### config.mk
export PLATFORM = sky130hd
export DESIGN_NAME = id_ex_stage_flat
export DESIGN_NICKNAME = d
export VERILOG_FILES = /design/src/rtl/id_ex_stage_if.sv /design/src/rtl/id_ex_stage.sv /design/src/flat_wrapper.sv
export SDC_FILE = /design/constraint.sdc
export NUM_CORES = 1
export LEC_CHECK = 0
export ABC_AREA = 1
export CORE_MARGIN = 2
export CORE_UTILIZATION = 35
export CTS_CLUSTER_DIAMETER = 50
export DETAILED_ROUTE_END_ITERATION = 6
export PLACE_DENSITY = 0.63
export SLEW_MARGIN = 10
export SYNTH_ARGS = -nofsm -noshare
export SYNTH_HDL_FRONTEND = slang
export SYNTH_SLANG_ARGS = --single-unit
### constraint.sdc
create_clock -name clk -period 2 [get_ports clk]
set_input_delay 0.4 -clock clk [delete_from_list [all_inputs] [get_ports clk]]
set_output_delay 0.4 -clock clk [all_outputs]
set_load 0.005 [all_outputs]
### src/rtl/id_ex_stage_if.sv
`default_nettype none
// ============================================================================
// Module      : id_ex_stage_if
// Description : ID/EX stage bus. ID, EX/MEM and MEM/WB sources in; ALU
//               operands, registered control and load-use hazard out.
// Revision    : 1.0 - initial release
// ============================================================================
interface id_ex_stage_if #(
    parameter int DATA_W   = 8,
    parameter int REG_AW   = 3,
    parameter int ALUCON_W = 4
);
    logic                stall;
    logic                flush;
    logic                id_valid;
    logic [DATA_W-1:0]   id_rs_data;
    logic [DATA_W-1:0]   id_rt_data;
    logic [DATA_W-1:0]   id_imm;
    logic [REG_AW-1:0]   id_rs_addr;
    logic [REG_AW-1:0]   id_rt_addr;
    logic [REG_AW-1:0]   id_rd_addr;
    logic                id_rt_used;
    logic [ALUCON_W-1:0] id_alucon;
    logic                id_alusrc;
    logic                id_regwrite;
    logic                id_memread;
    logic                id_memwrite;
    logic                id_memtoreg;
    logic                exmem_regwrite;
    logic [REG_AW-1:0]   exmem_rd;
    logic [DATA_W-1:0]   exmem_result;
    logic                memwb_regwrite;
    logic [REG_AW-1:0]   memwb_rd;
    logic [DATA_W-1:0]   memwb_result;
    logic [ALUCON_W-1:0] ALUCon;
    logic [DATA_W-1:0]   DataA;
    logic [DATA_W-1:0]   DataB;
    logic [DATA_W-1:0]   ex_store_data;
    logic                ex_valid;
    logic                ex_regwrite;
    logic                ex_memread;
    logic                ex_memwrite;
    logic                ex_memtoreg;
    logic [REG_AW-1:0]   ex_rd_addr;
    logic                load_use_hazard;

    modport master (
        output stall, flush, id_valid, id_rs_data, id_rt_data, id_imm,
               id_rs_addr, id_rt_addr, id_rd_addr, id_rt_used, id_alucon,
               id_alusrc, id_regwrite, id_memread, id_memwrite, id_memtoreg,
               exmem_regwrite, exmem_rd, exmem_result,
               memwb_regwrite, memwb_rd, memwb_result,
        input  ALUCon, DataA, DataB, ex_store_data, ex_valid, ex_regwrite,
               ex_memread, ex_memwrite, ex_memtoreg, ex_rd_addr, load_use_hazard
    );

    modport slave (
        input  stall, flush, id_valid, id_rs_data, id_rt_data, id_imm,
               id_rs_addr, id_rt_addr, id_rd_addr, id_rt_used, id_alucon,
               id_alusrc, id_regwrite, id_memread, id_memwrite, id_memtoreg,
               exmem_regwrite, exmem_rd, exmem_result,
               memwb_regwrite, memwb_rd, memwb_result,
        output ALUCon, DataA, DataB, ex_store_data, ex_valid, ex_regwrite,
               ex_memread, ex_memwrite, ex_memtoreg, ex_rd_addr, load_use_hazard
    );
endinterface
`default_nettype wire

### src/rtl/id_ex_stage.sv
`default_nettype none
// ============================================================================
// Module      : id_ex_stage
// Description : ID/EX pipeline register with EX/MEM and MEM/WB operand
//               forwarding and load-use hazard detection.
// Revision    : 1.0 - initial release
// ============================================================================
module id_ex_stage #(
    parameter int DATA_W   = 8,
    parameter int REG_AW   = 3,
    parameter int ALUCON_W = 4
) (
    input  wire          clk,
    input  wire          rst_n,
    id_ex_stage_if.slave bus
);

    typedef struct packed {
        logic                valid;
        logic [ALUCON_W-1:0] alucon;
        logic                alusrc;
        logic                regwrite;
        logic                memread;
        logic                memwrite;
        logic                memtoreg;
        logic [REG_AW-1:0]   rd_addr;
        logic [REG_AW-1:0]   rs_addr;
        logic [REG_AW-1:0]   rt_addr;
        logic [DATA_W-1:0]   rs_data;
        logic [DATA_W-1:0]   rt_data;
        logic [DATA_W-1:0]   imm;
    } ex_entry_t;

    localparam logic [REG_AW-1:0] c_reg_zero = '0;

    ex_entry_t         r_ex;
    ex_entry_t         w_captured;
    logic              w_load_use;
    logic              w_bubble;
    logic [DATA_W-1:0] w_rs_fwd;
    logic [DATA_W-1:0] w_rt_fwd;

    assign w_captured = '{
        valid:    bus.id_valid,
        alucon:   bus.id_alucon,
        alusrc:   bus.id_alusrc,
        regwrite: bus.id_regwrite,
        memread:  bus.id_memread,
        memwrite: bus.id_memwrite,
        memtoreg: bus.id_memtoreg,
        rd_addr:  bus.id_rd_addr,
        rs_addr:  bus.id_rs_addr,
        rt_addr:  bus.id_rt_addr,
        rs_data:  bus.id_rs_data,
        rt_data:  bus.id_rt_data,
        imm:      bus.id_imm
    };

    // A load in EX cannot feed the instruction in ID; compare against live ID inputs.
    assign w_load_use = r_ex.valid && r_ex.memread && (r_ex.rd_addr != c_reg_zero) &&
                        ((r_ex.rd_addr == bus.id_rs_addr) ||
                         (bus.id_rt_used && (r_ex.rd_addr == bus.id_rt_addr)));

    // Flush overrides stall; a hazard only bubbles when the stage is not held.
    assign w_bubble = bus.flush || (!bus.stall && w_load_use);

    always_ff @(posedge clk or negedge rst_n) begin
        if (!rst_n) begin
            r_ex <= '0;
        end else if (w_bubble) begin
            r_ex <= '0;
        end else if (!bus.stall) begin
            r_ex <= w_captured;
        end
    end

    always_comb begin
        w_rs_fwd = r_ex.rs_data;
        if (bus.exmem_regwrite && (bus.exmem_rd != c_reg_zero) && (bus.exmem_rd == r_ex.rs_addr)) begin
            w_rs_fwd = bus.exmem_result;
        end else if (bus.memwb_regwrite && (bus.memwb_rd != c_reg_zero) && (bus.memwb_rd == r_ex.rs_addr)) begin
            w_rs_fwd = bus.memwb_result;
        end
    end

    always_comb begin
        w_rt_fwd = r_ex.rt_data;
        if (bus.exmem_regwrite && (bus.exmem_rd != c_reg_zero) && (bus.exmem_rd == r_ex.rt_addr)) begin
            w_rt_fwd = bus.exmem_result;
        end else if (bus.memwb_regwrite && (bus.memwb_rd != c_reg_zero) && (bus.memwb_rd == r_ex.rt_addr)) begin
            w_rt_fwd = bus.memwb_result;
        end
    end

    assign bus.DataA           = w_rs_fwd;
    assign bus.DataB           = r_ex.alusrc ? r_ex.imm : w_rt_fwd;
    assign bus.ex_store_data   = w_rt_fwd;
    assign bus.ALUCon          = r_ex.alucon;
    assign bus.ex_valid        = r_ex.valid;
    assign bus.ex_regwrite     = r_ex.regwrite;
    assign bus.ex_memread      = r_ex.memread;
    assign bus.ex_memwrite     = r_ex.memwrite;
    assign bus.ex_memtoreg     = r_ex.memtoreg;
    assign bus.ex_rd_addr      = r_ex.rd_addr;
    assign bus.load_use_hazard = w_load_use;

endmodule
`default_nettype wire

### src/flat_wrapper.sv
// flat-port wrapper written by rule: the top's interface ports become plain ports
module id_ex_stage_flat 
#(
    parameter int DATA_W   = 8,
    parameter int REG_AW   = 3,
    parameter int ALUCON_W = 4
)
  (clk, rst_n, bus_stall, bus_flush, bus_id_valid, bus_id_rs_data, bus_id_rt_data, bus_id_imm, bus_id_rs_addr, bus_id_rt_addr, bus_id_rd_addr, bus_id_rt_used, bus_id_alucon, bus_id_alusrc, bus_id_regwrite, bus_id_memread, bus_id_memwrite, bus_id_memtoreg, bus_exmem_regwrite, bus_exmem_rd, bus_exmem_result, bus_memwb_regwrite, bus_memwb_rd, bus_memwb_result, bus_ALUCon, bus_DataA, bus_DataB, bus_ex_store_data, bus_ex_valid, bus_ex_regwrite, bus_ex_memread, bus_ex_memwrite, bus_ex_memtoreg, bus_ex_rd_addr, bus_load_use_hazard);
  id_ex_stage_if #(.DATA_W(DATA_W), .REG_AW(REG_AW), .ALUCON_W(ALUCON_W)) bus_i ();
  input  wire clk;
  input  wire rst_n;
  input wire logic [$bits(bus_i.stall)-1:0] bus_stall;
  input wire logic [$bits(bus_i.flush)-1:0] bus_flush;
  input wire logic [$bits(bus_i.id_valid)-1:0] bus_id_valid;
  input wire logic [$bits(bus_i.id_rs_data)-1:0] bus_id_rs_data;
  input wire logic [$bits(bus_i.id_rt_data)-1:0] bus_id_rt_data;
  input wire logic [$bits(bus_i.id_imm)-1:0] bus_id_imm;
  input wire logic [$bits(bus_i.id_rs_addr)-1:0] bus_id_rs_addr;
  input wire logic [$bits(bus_i.id_rt_addr)-1:0] bus_id_rt_addr;
  input wire logic [$bits(bus_i.id_rd_addr)-1:0] bus_id_rd_addr;
  input wire logic [$bits(bus_i.id_rt_used)-1:0] bus_id_rt_used;
  input wire logic [$bits(bus_i.id_alucon)-1:0] bus_id_alucon;
  input wire logic [$bits(bus_i.id_alusrc)-1:0] bus_id_alusrc;
  input wire logic [$bits(bus_i.id_regwrite)-1:0] bus_id_regwrite;
  input wire logic [$bits(bus_i.id_memread)-1:0] bus_id_memread;
  input wire logic [$bits(bus_i.id_memwrite)-1:0] bus_id_memwrite;
  input wire logic [$bits(bus_i.id_memtoreg)-1:0] bus_id_memtoreg;
  input wire logic [$bits(bus_i.exmem_regwrite)-1:0] bus_exmem_regwrite;
  input wire logic [$bits(bus_i.exmem_rd)-1:0] bus_exmem_rd;
  input wire logic [$bits(bus_i.exmem_result)-1:0] bus_exmem_result;
  input wire logic [$bits(bus_i.memwb_regwrite)-1:0] bus_memwb_regwrite;
  input wire logic [$bits(bus_i.memwb_rd)-1:0] bus_memwb_rd;
  input wire logic [$bits(bus_i.memwb_result)-1:0] bus_memwb_result;
  output wire logic [$bits(bus_i.ALUCon)-1:0] bus_ALUCon;
  output wire logic [$bits(bus_i.DataA)-1:0] bus_DataA;
  output wire logic [$bits(bus_i.DataB)-1:0] bus_DataB;
  output wire logic [$bits(bus_i.ex_store_data)-1:0] bus_ex_store_data;
  output wire logic [$bits(bus_i.ex_valid)-1:0] bus_ex_valid;
  output wire logic [$bits(bus_i.ex_regwrite)-1:0] bus_ex_regwrite;
  output wire logic [$bits(bus_i.ex_memread)-1:0] bus_ex_memread;
  output wire logic [$bits(bus_i.ex_memwrite)-1:0] bus_ex_memwrite;
  output wire logic [$bits(bus_i.ex_memtoreg)-1:0] bus_ex_memtoreg;
  output wire logic [$bits(bus_i.ex_rd_addr)-1:0] bus_ex_rd_addr;
  output wire logic [$bits(bus_i.load_use_hazard)-1:0] bus_load_use_hazard;
  assign bus_i.stall = bus_stall;
  assign bus_i.flush = bus_flush;
  assign bus_i.id_valid = bus_id_valid;
  assign bus_i.id_rs_data = bus_id_rs_data;
  assign bus_i.id_rt_data = bus_id_rt_data;
  assign bus_i.id_imm = bus_id_imm;
  assign bus_i.id_rs_addr = bus_id_rs_addr;
  assign bus_i.id_rt_addr = bus_id_rt_addr;
  assign bus_i.id_rd_addr = bus_id_rd_addr;
  assign bus_i.id_rt_used = bus_id_rt_used;
  assign bus_i.id_alucon = bus_id_alucon;
  assign bus_i.id_alusrc = bus_id_alusrc;
  assign bus_i.id_regwrite = bus_id_regwrite;
  assign bus_i.id_memread = bus_id_memread;
  assign bus_i.id_memwrite = bus_id_memwrite;
  assign bus_i.id_memtoreg = bus_id_memtoreg;
  assign bus_i.exmem_regwrite = bus_exmem_regwrite;
  assign bus_i.exmem_rd = bus_exmem_rd;
  assign bus_i.exmem_result = bus_exmem_result;
  assign bus_i.memwb_regwrite = bus_memwb_regwrite;
  assign bus_i.memwb_rd = bus_memwb_rd;
  assign bus_i.memwb_result = bus_memwb_result;
  assign bus_ALUCon = bus_i.ALUCon;
  assign bus_DataA = bus_i.DataA;
  assign bus_DataB = bus_i.DataB;
  assign bus_ex_store_data = bus_i.ex_store_data;
  assign bus_ex_valid = bus_i.ex_valid;
  assign bus_ex_regwrite = bus_i.ex_regwrite;
  assign bus_ex_memread = bus_i.ex_memread;
  assign bus_ex_memwrite = bus_i.ex_memwrite;
  assign bus_ex_memtoreg = bus_i.ex_memtoreg;
  assign bus_ex_rd_addr = bus_i.ex_rd_addr;
  assign bus_load_use_hazard = bus_i.load_use_hazard;
  id_ex_stage #(.DATA_W(DATA_W), .REG_AW(REG_AW), .ALUCON_W(ALUCON_W)) u_core (.clk(clk), .rst_n(rst_n), .bus(bus_i));
endmodule
==> out/metrics.csv <==
stage,metric,value,unit
status,outcome,"complete, but fails checks",
status,failing checks,negative setup slack,
placement,post-DP HPWL,7010,microns
routing,final WL,10300,microns
synthesis,synthesized area,3270,sq um
die,initial core utilization,35.7,%
power_and_ir_drop,Sequential Power Share,36.5,%
power_and_ir_drop,Sw Pwr,770,uW
die,Die Y,101,microns
timing,setup violators final,21,
global_route,GRT overflow,0,
run,Max Cap Viol,0,
routing,Avg WL per Cell,14.1,microns
timing,Tcrit/Tclk final,107,%
routing,ANT nets after route,0,
final_layout,final core utilization,57.1,%
die,core area,9150,sq um
cts,clk_lat worst skew,0.29,ns
final_layout,layout cells sized above 1,36.1,%
final_layout,fillcell total,873,
final_layout,number of antenna diodes,0,
worst_setup_path,"Data required, critical path",1.60,ns
timing,Fin Clk Skew,0.00909,ns
global_route,antenna violations before repair,0,
cts,Root Buffer,clkbuf_8,
power_and_ir_drop,Worst VDD drop,286,uV
routing,Iteration-0 DRC Markers,182,
timing,Slew Limit Headroom,59.9,%
timing,Least-Margin Pin Slew,0.602,ns
global_route,largest net degree at the start of global routing,44,
routing,via count,3416,
placement,gpl congestion,0.850,
worst_hold_path,Hold WC Path Type,in -> async,
worst_setup_path,Worst setup SP type,flip-flop,
timing,RSZ-0062 raised after global routing,true,
placement,placed cell area,4500,sq um
cts,CTS tree,yes,
worst_setup_path,worst reg2reg path endpoint,u_core.r_ex[13],
power_and_ir_drop,switching share of total power,29.1,%
timing,"Slew Viols, Final",0,
timing,final worst path period need,2.15,ns
synthesis,Mapped Nets,543,
final_layout,non-filler instance count after layout,731,
power_and_ir_drop,LEAKAGE,0.00282,uW
synthesis,Syn Inst Count,471,
cts,clock-pin slew on the worst setup and hold paths,0.09,ns
synthesis,YS warnings,0,
worst_setup_path,Critical Path AT,1.75,ns
die,die area,10100,sq um
worst_setup_path,worst-path maximum fanout,4,
worst_setup_path,WS Path Type,reg -> out,
die,io pins,109,
die,num rows,35,
final_layout,nets,691,
global_route,vias in the first global route,3448,
power_and_ir_drop,share of total power in the clock network,30.2,%
synthesis,Synth top area share,33.0,%
worst_setup_path,RR Startpoint,u_core.bus.ex_rd_addr[0],
final_layout,post-route cell area,5230,sq um
synthesis,"flops & latches, synth",43,
synthesis,Area contributors post-synth,"dfrtp_1 (33%), nand2_1 (17%), nand3_2 (8.6%)",
worst_setup_path,Worst R2R Setup Slack,0.24,ns
placement,port buffer count,108,
synthesis,Synth area leader,dfrtp_1,
cts,clock sink total,43,
global_route,first-pass GRT wire length,16800,microns
global_route,GRT Util Overall,20.8,%
timing,setup TNS,-2.03,ns
placement,pre-CTS WS,-0.686,ns
die,Die Width,101,microns
synthesis,Syn Area/Cell,6.93,sq um
synthesis,ys flop type,dfrtp_1,
cts,cts bufs inserted,5,
power_and_ir_drop,Cell Int Power,1880,uW
cts,H-tree depth,2,
final_layout,Layout Area Growth over Synthesis,60.1,%
routing,Avg Vias per Cell,4.67,
timing,final hold vios,0,
synthesis,top-count cell post-synth,nand2_1,
power_and_ir_drop,power density cells,506,nW/um^2
synthesis,"FFs w/ async S/R, synth",100,%
synthesis,sequential share of the synthesized area,33.0,%
routing,drt first pass iters,4,
timing,f_max,465,MHz
cts,CTS Hold Buffers Added,0,
worst_setup_path,crit end category,output port,
synthesis,"Distinct cells, synth",30,
placement,Placed Cells,689,
synthesis,synth cell count leaders,"nand2_1 (149), inv_1 (73), nand3_1 (48), nor2_1 (48), dfrtp_1 (43)",
worst_setup_path,Reg2Reg Depth,7,
power_and_ir_drop,Combinational Power Share,33.3,%
routing,DRC Markers,0,
cts,CTS Buffer Depth,2,
synthesis,number of synthesized flops with an enable pin,0,
timing,setup slack after layout,-0.149,ns
-- cell families (layout without fill, tap and decap cells) --
group,count (synthesis),in the layout,synth area share [%]
xor gates and xnor gates,14,14,3.98
and+or+nand+nor,308,311,48.0
AOI/OAI and AO/OA,1,1,0.345
buffers and inverters,105,251,14.7
DFF,43,43,33.0
-- metrics by stage --
| step | total power [uW] | hold WS [ns] |
|---|---|---|
| 2_1_floorplan | 1310 | 0.104 |
| 3_3_place_gp | 1710 | 0.375 |
| 3_5_place_dp | 1720 | 0.382 |
| 4_1_cts | 2610 | 0.0539 |
| 5_1_grt | 2780 | 0.0568 |
| 6_report | 2650 | 0.0444 |
-- flip-flops by register name (all words and copies together), names as in the netlist --
name and flops:
u_core.bus.ex_memwrite 1, u_core.bus.ex_rd_addr 3, u_core.bus.ALUCon 4, u_core.bus.ex_memread 1, u_core.bus.ex_regwrite 1, u_core.r_ex 31
u_core.bus.ex_valid 1, u_core.bus.ex_memtoreg 1
-- critical path, stage by stage (launching register included) --
cell	delay, ns
dfrtp_2	0.48
nand2_2	0.10
inv_2	0.04
nor2_4	0.16
buf_4	0.15
nor2_4	0.04
nand3_1	0.09
nand3_2	0.10
and2_4	0.17
buf_2	0.12
-- area by class of cell --
| cell class | instances | area (sq um) | share of cell area, % |
|---|---|---|---|
| clock buffer | 6 | 72.6 | 1.39 |
| clock inverter | 2 | 60.1 | 1.15 |
| inverter | 80 | 313 | 5.98 |
| multi-input combinational | 326 | 2110 | 40.4 |
| sequential | 43 | 1080 | 20.8 |
| tap | 111 | 139 | 2.66 |
| timing repair buffer | 163 | 1450 | 27.7 |
-- what timing repair did --
item / CTS / global route
buffers inserted: 24 / 7
resized for setup: 194 / 49
pin swaps: 44 / 34
gates cloned: 3 / 0
endpoints found under the setup margin: 25 / 24
-- routing by layer --
| metal | track usage (%) | wire length [microns] | vias up |
|---|---|---|---|
| li1 | - | - | 1720 |
| met1 | 26.4 | 4440 | 1583 |
| met2 | 35.2 | 5120 | 93 |
| met3 | 3.05 | 430 | 20 |
| met4 | 8.85 | 332 | 0 |
| met5 | 0 | 0 | - |
-- placed cells by master, fill, tap and decap left out, types with 8 or more instances in the layout --
cell             Yosys  final
nand2_1            149    125
inv_1               73     69
clkdlybuf4s50_1      0     68
nand3_2             28     52
nor2_1              48     45
dfrtp_1             43     36
buf_4                7     35
nand3_1             48     23
buf_2                7     23
nand2_2              4     22
buf_6                0     22
nand4_1              9      9
nand2_4              3      9
dlygate4sd2_1        0      9
inv_2                5      8
-- power by group through the flow --
stage / sequential [uW] / clock (uW) / combinational [uW]
6_report: 966 / 799 / 880
5_1_grt: 974 / 848 / 961
4_1_cts: 964 / 817 / 829
3_5_place_dp: 976 / 0 / 742
3_3_place_gp: 976 / 0 / 737
2_1_floorplan: 964 / 0 / 345
-- worst max-delay path by stage --
stage,from,to,slack (ns),depth (start not counted)
6_report,u_core.r_ex[25],bus_ex_store_data[3],-0.15,9
5_1_grt,u_core.r_ex[25],bus_DataB[5],-0.25,11
4_1_cts,u_core.r_ex[25],bus_ex_store_data[4],-0.14,6
3_5_place_dp,bus_memwb_rd[1],bus_DataB[4],-0.69,10
3_3_place_gp,bus_memwb_rd[1],bus_DataB[7],-0.69,10
2_1_floorplan,u_core.r_ex[24],bus_ex_store_data[0],0.41,5
No activity file was read; power rests on OpenSTA's default activity.
